<file path="src/rtl/snes_pad_poller.sv">
// SNES pad sequencer: periodic latch + 16 shift-clock pulses, samples the serial line and
// publishes a 12-bit active-low button word with a one-cycle valid strobe.
module snes_pad_poller #(
  parameter int POLL_DIV     = 833333,
  parameter int LATCH_CYCLES = 600,
  parameter int HALF_BIT     = 300
) (
  input  logic        clk,
  input  logic        reset,
  input  logic        poll_en,
  input  logic        snes_data,
  output logic        snes_latch,
  output logic        snes_clk,
  output logic [11:0] controller_state,
  output logic        state_valid,
  output logic        pad_present
);

  localparam int PMAX = (LATCH_CYCLES > HALF_BIT) ? LATCH_CYCLES : HALF_BIT;
  localparam int TW   = $clog2(POLL_DIV);
  localparam int PW   = $clog2(PMAX);

  localparam logic [TW-1:0] TIMER_LAST = TW'(POLL_DIV - 1);
  localparam logic [PW-1:0] LATCH_LAST = PW'(LATCH_CYCLES - 1);
  localparam logic [PW-1:0] HALF_LAST  = PW'(HALF_BIT - 1);

  typedef enum logic [2:0] {
    ST_IDLE,
    ST_LATCH,
    ST_GAP,
    ST_LOW,
    ST_HIGH,
    ST_DONE
  } state_t;

  state_t          state;
  state_t          state_nxt;
  logic [PW-1:0]   phase;
  logic [PW-1:0]   phase_nxt;
  logic [3:0]      bit_idx;
  logic [3:0]      bit_idx_nxt;
  logic [TW-1:0]   timer;
  logic            data_meta;
  logic            data_sync;
  logic [15:0]     shift_reg;
  logic            sample_en;
  logic            publish;
  logic            latch_nxt;
  logic            sclk_nxt;

  // Next-state logic; pin levels are derived from the state being entered so
  // the registered pins switch on the same edge as the FSM.
  always_comb begin
    state_nxt   = state;
    phase_nxt   = phase + 1'b1;
    bit_idx_nxt = bit_idx;
    sample_en   = 1'b0;

    case (state)
      ST_IDLE: begin
        phase_nxt = '0;
        if (timer == '0 && poll_en) begin
          state_nxt = ST_LATCH;
        end
      end
      ST_LATCH: begin
        if (phase == LATCH_LAST) begin
          state_nxt = ST_GAP;
          phase_nxt = '0;
        end
      end
      ST_GAP: begin
        if (phase == HALF_LAST) begin
          state_nxt   = ST_LOW;
          phase_nxt   = '0;
          bit_idx_nxt = 4'd0;
        end
      end
      ST_LOW: begin
        if (phase == HALF_LAST) begin
          sample_en = 1'b1;
          state_nxt = ST_HIGH;
          phase_nxt = '0;
        end
      end
      ST_HIGH: begin
        if (phase == HALF_LAST) begin
          phase_nxt = '0;
          if (bit_idx == 4'd15) begin
            state_nxt = ST_DONE;
          end else begin
            state_nxt   = ST_LOW;
            bit_idx_nxt = bit_idx + 4'd1;
          end
        end
      end
      ST_DONE: begin
        phase_nxt = '0;
        state_nxt = ST_IDLE;
      end
      default: begin
        phase_nxt = '0;
        state_nxt = ST_IDLE;
      end
    endcase

    latch_nxt = (state_nxt == ST_LATCH);
    sclk_nxt  = (state_nxt != ST_LOW);
    publish   = (state_nxt == ST_DONE);
  end

  always_ff @(posedge clk) begin
    if (reset) begin
      state   <= ST_IDLE;
      phase   <= '0;
      bit_idx <= 4'd0;
    end else begin
      state   <= state_nxt;
      phase   <= phase_nxt;
      bit_idx <= bit_idx_nxt;
    end
  end

  // Free-running poll timer; poll_en only gates the launch, not the count.
  always_ff @(posedge clk) begin
    if (reset) begin
      timer <= '0;
    end else if (timer == TIMER_LAST) begin
      timer <= '0;
    end else begin
      timer <= timer + 1'b1;
    end
  end

  always_ff @(posedge clk) begin
    if (reset) begin
      data_meta <= 1'b1;
      data_sync <= 1'b1;
    end else begin
      data_meta <= snes_data;
      data_sync <= data_meta;
    end
  end

  always_ff @(posedge clk) begin
    if (reset) begin
      shift_reg        <= 16'h0000;
      snes_latch       <= 1'b0;
      snes_clk         <= 1'b1;
      controller_state <= 12'hFFF;
      state_valid      <= 1'b0;
      pad_present      <= 1'b0;
    end else begin
      snes_latch  <= latch_nxt;
      snes_clk    <= sclk_nxt;
      state_valid <= publish;
      if (sample_en) begin
        shift_reg[bit_idx] <= data_sync;
      end
      // An all-zero frame means a stuck-low line or no pad: report nothing pressed.
      if (publish) begin
        if (shift_reg == 16'h0000) begin
          controller_state <= 12'hFFF;
          pad_present      <= 1'b0;
        end else begin
          controller_state <= shift_reg[11:0];
          pad_present      <= 1'b1;
        end
      end
    end
  end

endmodule

</file>
<file path="config.mk">
export PLATFORM = sky130hd
export DESIGN_NAME = snes_pad_poller
export DESIGN_NICKNAME = d
export VERILOG_FILES = /design/src/rtl/snes_pad_poller.sv
export SDC_FILE = /design/constraint.sdc
export NUM_CORES = 1
export LEC_CHECK = 0
export CELL_PAD_IN_SITES_DETAIL_PLACEMENT = 1
export CELL_PAD_IN_SITES_GLOBAL_PLACEMENT = 2
export CORE_MARGIN = 2
export CORE_UTILIZATION = 39
export CTS_CLUSTER_DIAMETER = 100
export DETAILED_ROUTE_END_ITERATION = 12
export MAX_ROUTING_LAYER = met4
export PLACE_DENSITY = 0.83
export RECOVER_POWER = 100
export SYNTH_ARGS = -nofsm -noshare
export SYNTH_HDL_FRONTEND = slang
export SYNTH_SLANG_ARGS = --single-unit
</file>
<file path="constraint.sdc">
create_clock -name clk -period 3.1 [get_ports clk]
set_input_delay 0.465 -clock clk [delete_from_list [all_inputs] [get_ports clk]]
set_output_delay 0.465 -clock clk [all_outputs]
set_load 0.1 [all_outputs]
</file>
# Word level (Yosys, flattened, before mapping)
# Cells that the tools add are included.
[op_classes]
n_addsub = 3
order_cmp = 2
eq_ne = 14
mux = 21
reduce_logical = 9
[op_table]
columns = ["cell", "count"]
rows = [
  ["$add A20 B1 Y20 const B", 1],
  ["$eq A20 B20 Y1 const B", 1],
  ["$logic_not A20 Y1", 1],
  ["$mux W10", 2],
  ["$pmux W10 S2", 1],
  ["$mux W3", 6],
  ["$bwmux W16", 1],
  ["$logic_not A16 Y1", 1],
  ["$pmux W3 S5", 1],
  ["$mux W12", 1],
  ["$mux W4", 3],
  ["$add A10 B1 Y10 const B", 1],
  ["$eq A10 B10 Y1 const B", 1],
  ["$eq A10 B9 Y1 const B", 1],
  ["$pmux W4 S2", 1],
  ["$eq A3 B1 Y1 const B", 2],
  ["$eq A3 B2 Y1 const B", 2],
  ["$eq A3 B3 Y1 const B", 2],
  ["$ne A2 B2 Y1 const B", 3],
  ["$lt A4 B5 Y1 const B", 1],
  ["$add A4 B1 Y4 const B", 1],
  ["$demux W1 S4", 1],
  ["$eq A4 B4 Y1 const B", 1],
  ["$ge A4 B1 Y1 const B", 1],
  ["other kinds (8)", 12],
]
[totals]
ff_bits = 71
input_bits = 4
out_inout_bits = 16
word_cells = 61

# Longest topological paths before layout
[depth]
word_depth = 5
mapped_depth = 9
ltp_nobuf = 6

# Least setup slack after synthesis
# Ideal clock, no wire load.
[synth_timing]
path_type = "reg2reg"
from = "reg phase[2]"
to = "reg controller_state[10]"
setup_time_ns = 0.122
arrival_ns = 2.020
t_required_ns = 2.978
setup_slack_ns = 0.958
stages_incl_launch_ff = 8
n_path_buf = 2
period_less_slack_ns = 2.142
cell_sequence = "dfxtp_1 -> or4b_4 -> nor4_4 -> nor2_2 -> or2_1 -> buf_6 -> buf_6 -> mux2i_1"
[synth_via]
elab_chain_cells = 4
word_cells_on_any_way = 8
classes_between = "eq/ne (3); mux (5)"
[synth_rtl]
columns = ["element", "line", "text"]
rows = [
  ["start: declaration", "38", "logic [PW-1:0] phase;"],
  ["start signal: assignment", "119", "phase <= phase_nxt;"],
  ["$eq A10 B9 Y1 or $eq A10 B10 Y1 (tied branches)", "-", ""],
  ["$mux W3 (on tied branches)", "-", ""],
  ["$pmux W3 S5 *", "59", "case (state)"],
  ["$eq A3 B3 Y1 *", "109", "publish = (state_nxt == ST_DONE);"],
  ["end signal: assignment", "166", "controller_state <= shift_reg[11:0];"],
  ["end: declaration", "14", "output logic [11:0] controller_state,"],
]
# Every way passes the cells marked *; elsewhere a longest branch is shown, timed or not.
# A chain may end at the register's enable or synchronous reset.

# Worst setup path in the final report
[layout_timing]
from = "reg phase[2]"
to = "reg controller_state[0]"
# The elaborated chain is that of the path after synthesis.

==> metrics <==
number of fill cells 981; RSZ-0062 raised after global routing false; initial DRC count 96; clk slew on worst S/H paths 0.08 ns; routed wl met3 170 um; Multi-input gate area 1717 um^2; num ports 20; TritonCTS clock tree done; # DRC 0; Post-Layout Cell Count 495; post-synthesis area per instance 8.912 um^2; fraction of registers with async set/reset 0%; Crit Path Max Fanout 13; Final Skew 0.006927 ns; Reg area 1421 um^2; drt wl/cell 15.04 um; slowest cell on the critical path or4b_4; Site Rows 33; setup TNS 0 ns; height of the die 95.46 um; leak pwr 1.444 nW; antenna violations before repair 0; die width 95.46 um; critical path arrival 2.79 ns; Area contributors post-synth dfxtp_1 44%, nor2_1 9.0%, mux2i_1 8.6%; critical-path cell list or4b_4, nor4_4, nor2_2, or2_1, clkbuf_2, mux2i_1; dominant cell type by area after synthesis dfxtp_1; Synth Instances 366; Fmax 390.1 MHz; n_diodes 0; WP data required 3.32 ns; Area Overhead vs Synth 10.86%; total CTS buffers 9; total gr overflow 0; count leader, synth nor2_1; PD cells 475.4 nW/um^2; post_cts resized 0; first drt pass iteration count 4; Worst setup SP type flop; worst-skew pair later-pin latency 0.35 ns; CP Capture Type flop; outcome finished, final reports clean; Yosys cell types 48; Port-buffer cells 19; H-tree depth 3; Hold Vio Cnt, Final 0; # Post-CTS Setup Buffers 0; via/cell ratio 5.246; worst vdd ir 0.2529 mV; first-pass GRT wire length 12960 um; minimum clock period 2.564 ns; via count 2597; post-layout util 44.23%; CORE AREA 8175 um^2; Synth top cells by count 78 x nor2_1, 71 x dfxtp_1, 28 x mux2i_1, 15 x clkbuf_1, 13 x nand3_1; gpl congestion 0.7575; pin count of the biggest net entering global routing 18; vias in the first global route 2599; Slew @ Worst Pin 1.193 ns; fraction of layout instances using a drive strength above 1 7.692%; CTS Buffer Depth 2; Primary FF master, synth dfxtp_1; Initial Utilization 39.90%; Seq/Total Area, Yosys 43.57%; Post-synth EDFFs 0; setup violators final 0; clock sinks 71; hold_buf cts 0; post-route ant nets 0; Mapped Area 3262 um^2; Rel. slew slack 20.83%; Post-Route WL 7446 um; Highest Signal Layer met4; max reg flops 20; Yosys warning total 0; final total power 1.719 mW; area share of the largest cell type after synthesis 43.57%; root buf cell clkbuf_8; placed cell count 479; max-cap viol count 0; met2 WL post-DR 3335 um; Synth Net Count 377; wl on met1 3819 um; final worst path period share 82.70%; post-synthesis register bit count 71; Hold Path Class reg2reg; total global-route track usage 19.15%; Worst path max stage delay 0.61 ns; DP HPWL 5435 um; critical path type reg2reg; Die ar. 9112 um^2; Net count, final 396; count of final max-slew check failures 0
final timing paths:
kind / start / end / slack, ns / cells after the start
setup / recovery: phase[2] / controller_state[0] / 0.54 / 6
hold / removal: data_meta / data_sync / 0.44 / 1
setup reg to reg: phase[2] / controller_state[0] / 0.54 / 6
hold reg to reg: data_meta / data_sync / 0.44 / 1
layer usage:
layer | global-route usage [%] | up-vias
li1 | - | 1312
met1 | 26.36 | 1259
met2 | 27.52 | 18
met3 | 4.111 | 8
met4 | 7.262 | 0
met5 | - | -
stage by stage:
step / cell area [um^2] / hold slack, ns / setup WS, ns
after floorplan: 3262 / 0.3895 / 0.9577
final: 3616 / 0.4402 / 0.5363
after detailed placement: 3510 / 0.4236 / 0.7135
after CTS: 3690 / 0.4454 / 0.6666
after global placement: 3510 / 0.3919 / 0.7804
after global routing: 3616 / 0.4542 / 0.2553
kinds of logic (layout without fill, tap and decap cells):
logic type | Yosys count | after routing | share of synthesized area [%]
AOI/OAI and AO/OA | 28 | 28 | 5.639
and+or+nand+nor | 179 | 179 | 29.27
muxes | 28 | 28 | 8.592
buffers and inverters | 29 | 53 | 3.797
xor gates and xnor gates | 24 | 24 | 6.444
DFF | 71 | 71 | 43.57
adders and majority gates | 7 | 7 | 2.685
where the power goes:
group / internal [mW] / switching [mW] / total [mW]
combinational: 0.0303 / 0.0577 / 0.0880
sequential: 0.923 / 0.0145 / 0.937
clock: 0.315 / 0.379 / 0.694
total: 1.27 / 0.451 / 1.72
critical path: cells and delay by family, from the launching register on:
family | cells | cell delay (ns)
AND/OR/NAND/NOR | 4 | 1.53
multiplexers | 1 | 0.20
flip-flops | 1 | 0.38
buffers and inverters | 1 | 0.31
area by class of cell:
cell class	count	share of cell area, %
multi-input combinational	266	47.47
sequential	71	39.31
clock buffer	10	3.806
tap	105	3.633
timing repair buffer	25	3.356
inverter	12	1.246
clock inverter	6	1.176
cells in the final DEF, fill, tap and decap left out, types with 3 or more instances in the layout:
cell type  count
nand3_1       13
or3b_2         3
nand4b_1       5
nand4_1       11
a21oi_1        8
nor4_1        11
nor2_1        78
or2_2          3
clkbuf_1      19
o21ai_0        6
and3_1         7
or3_1          5
nor4bb_1       3
nand2_1       10
inv_1         12
ha_1           7
xor2_1        12
nor2b_1        8
nor3_1         4
xnor2_1       12
mux2i_1       28
dfxtp_1       71
clkbuf_8      10
Power figures use the tool's default switching activity.
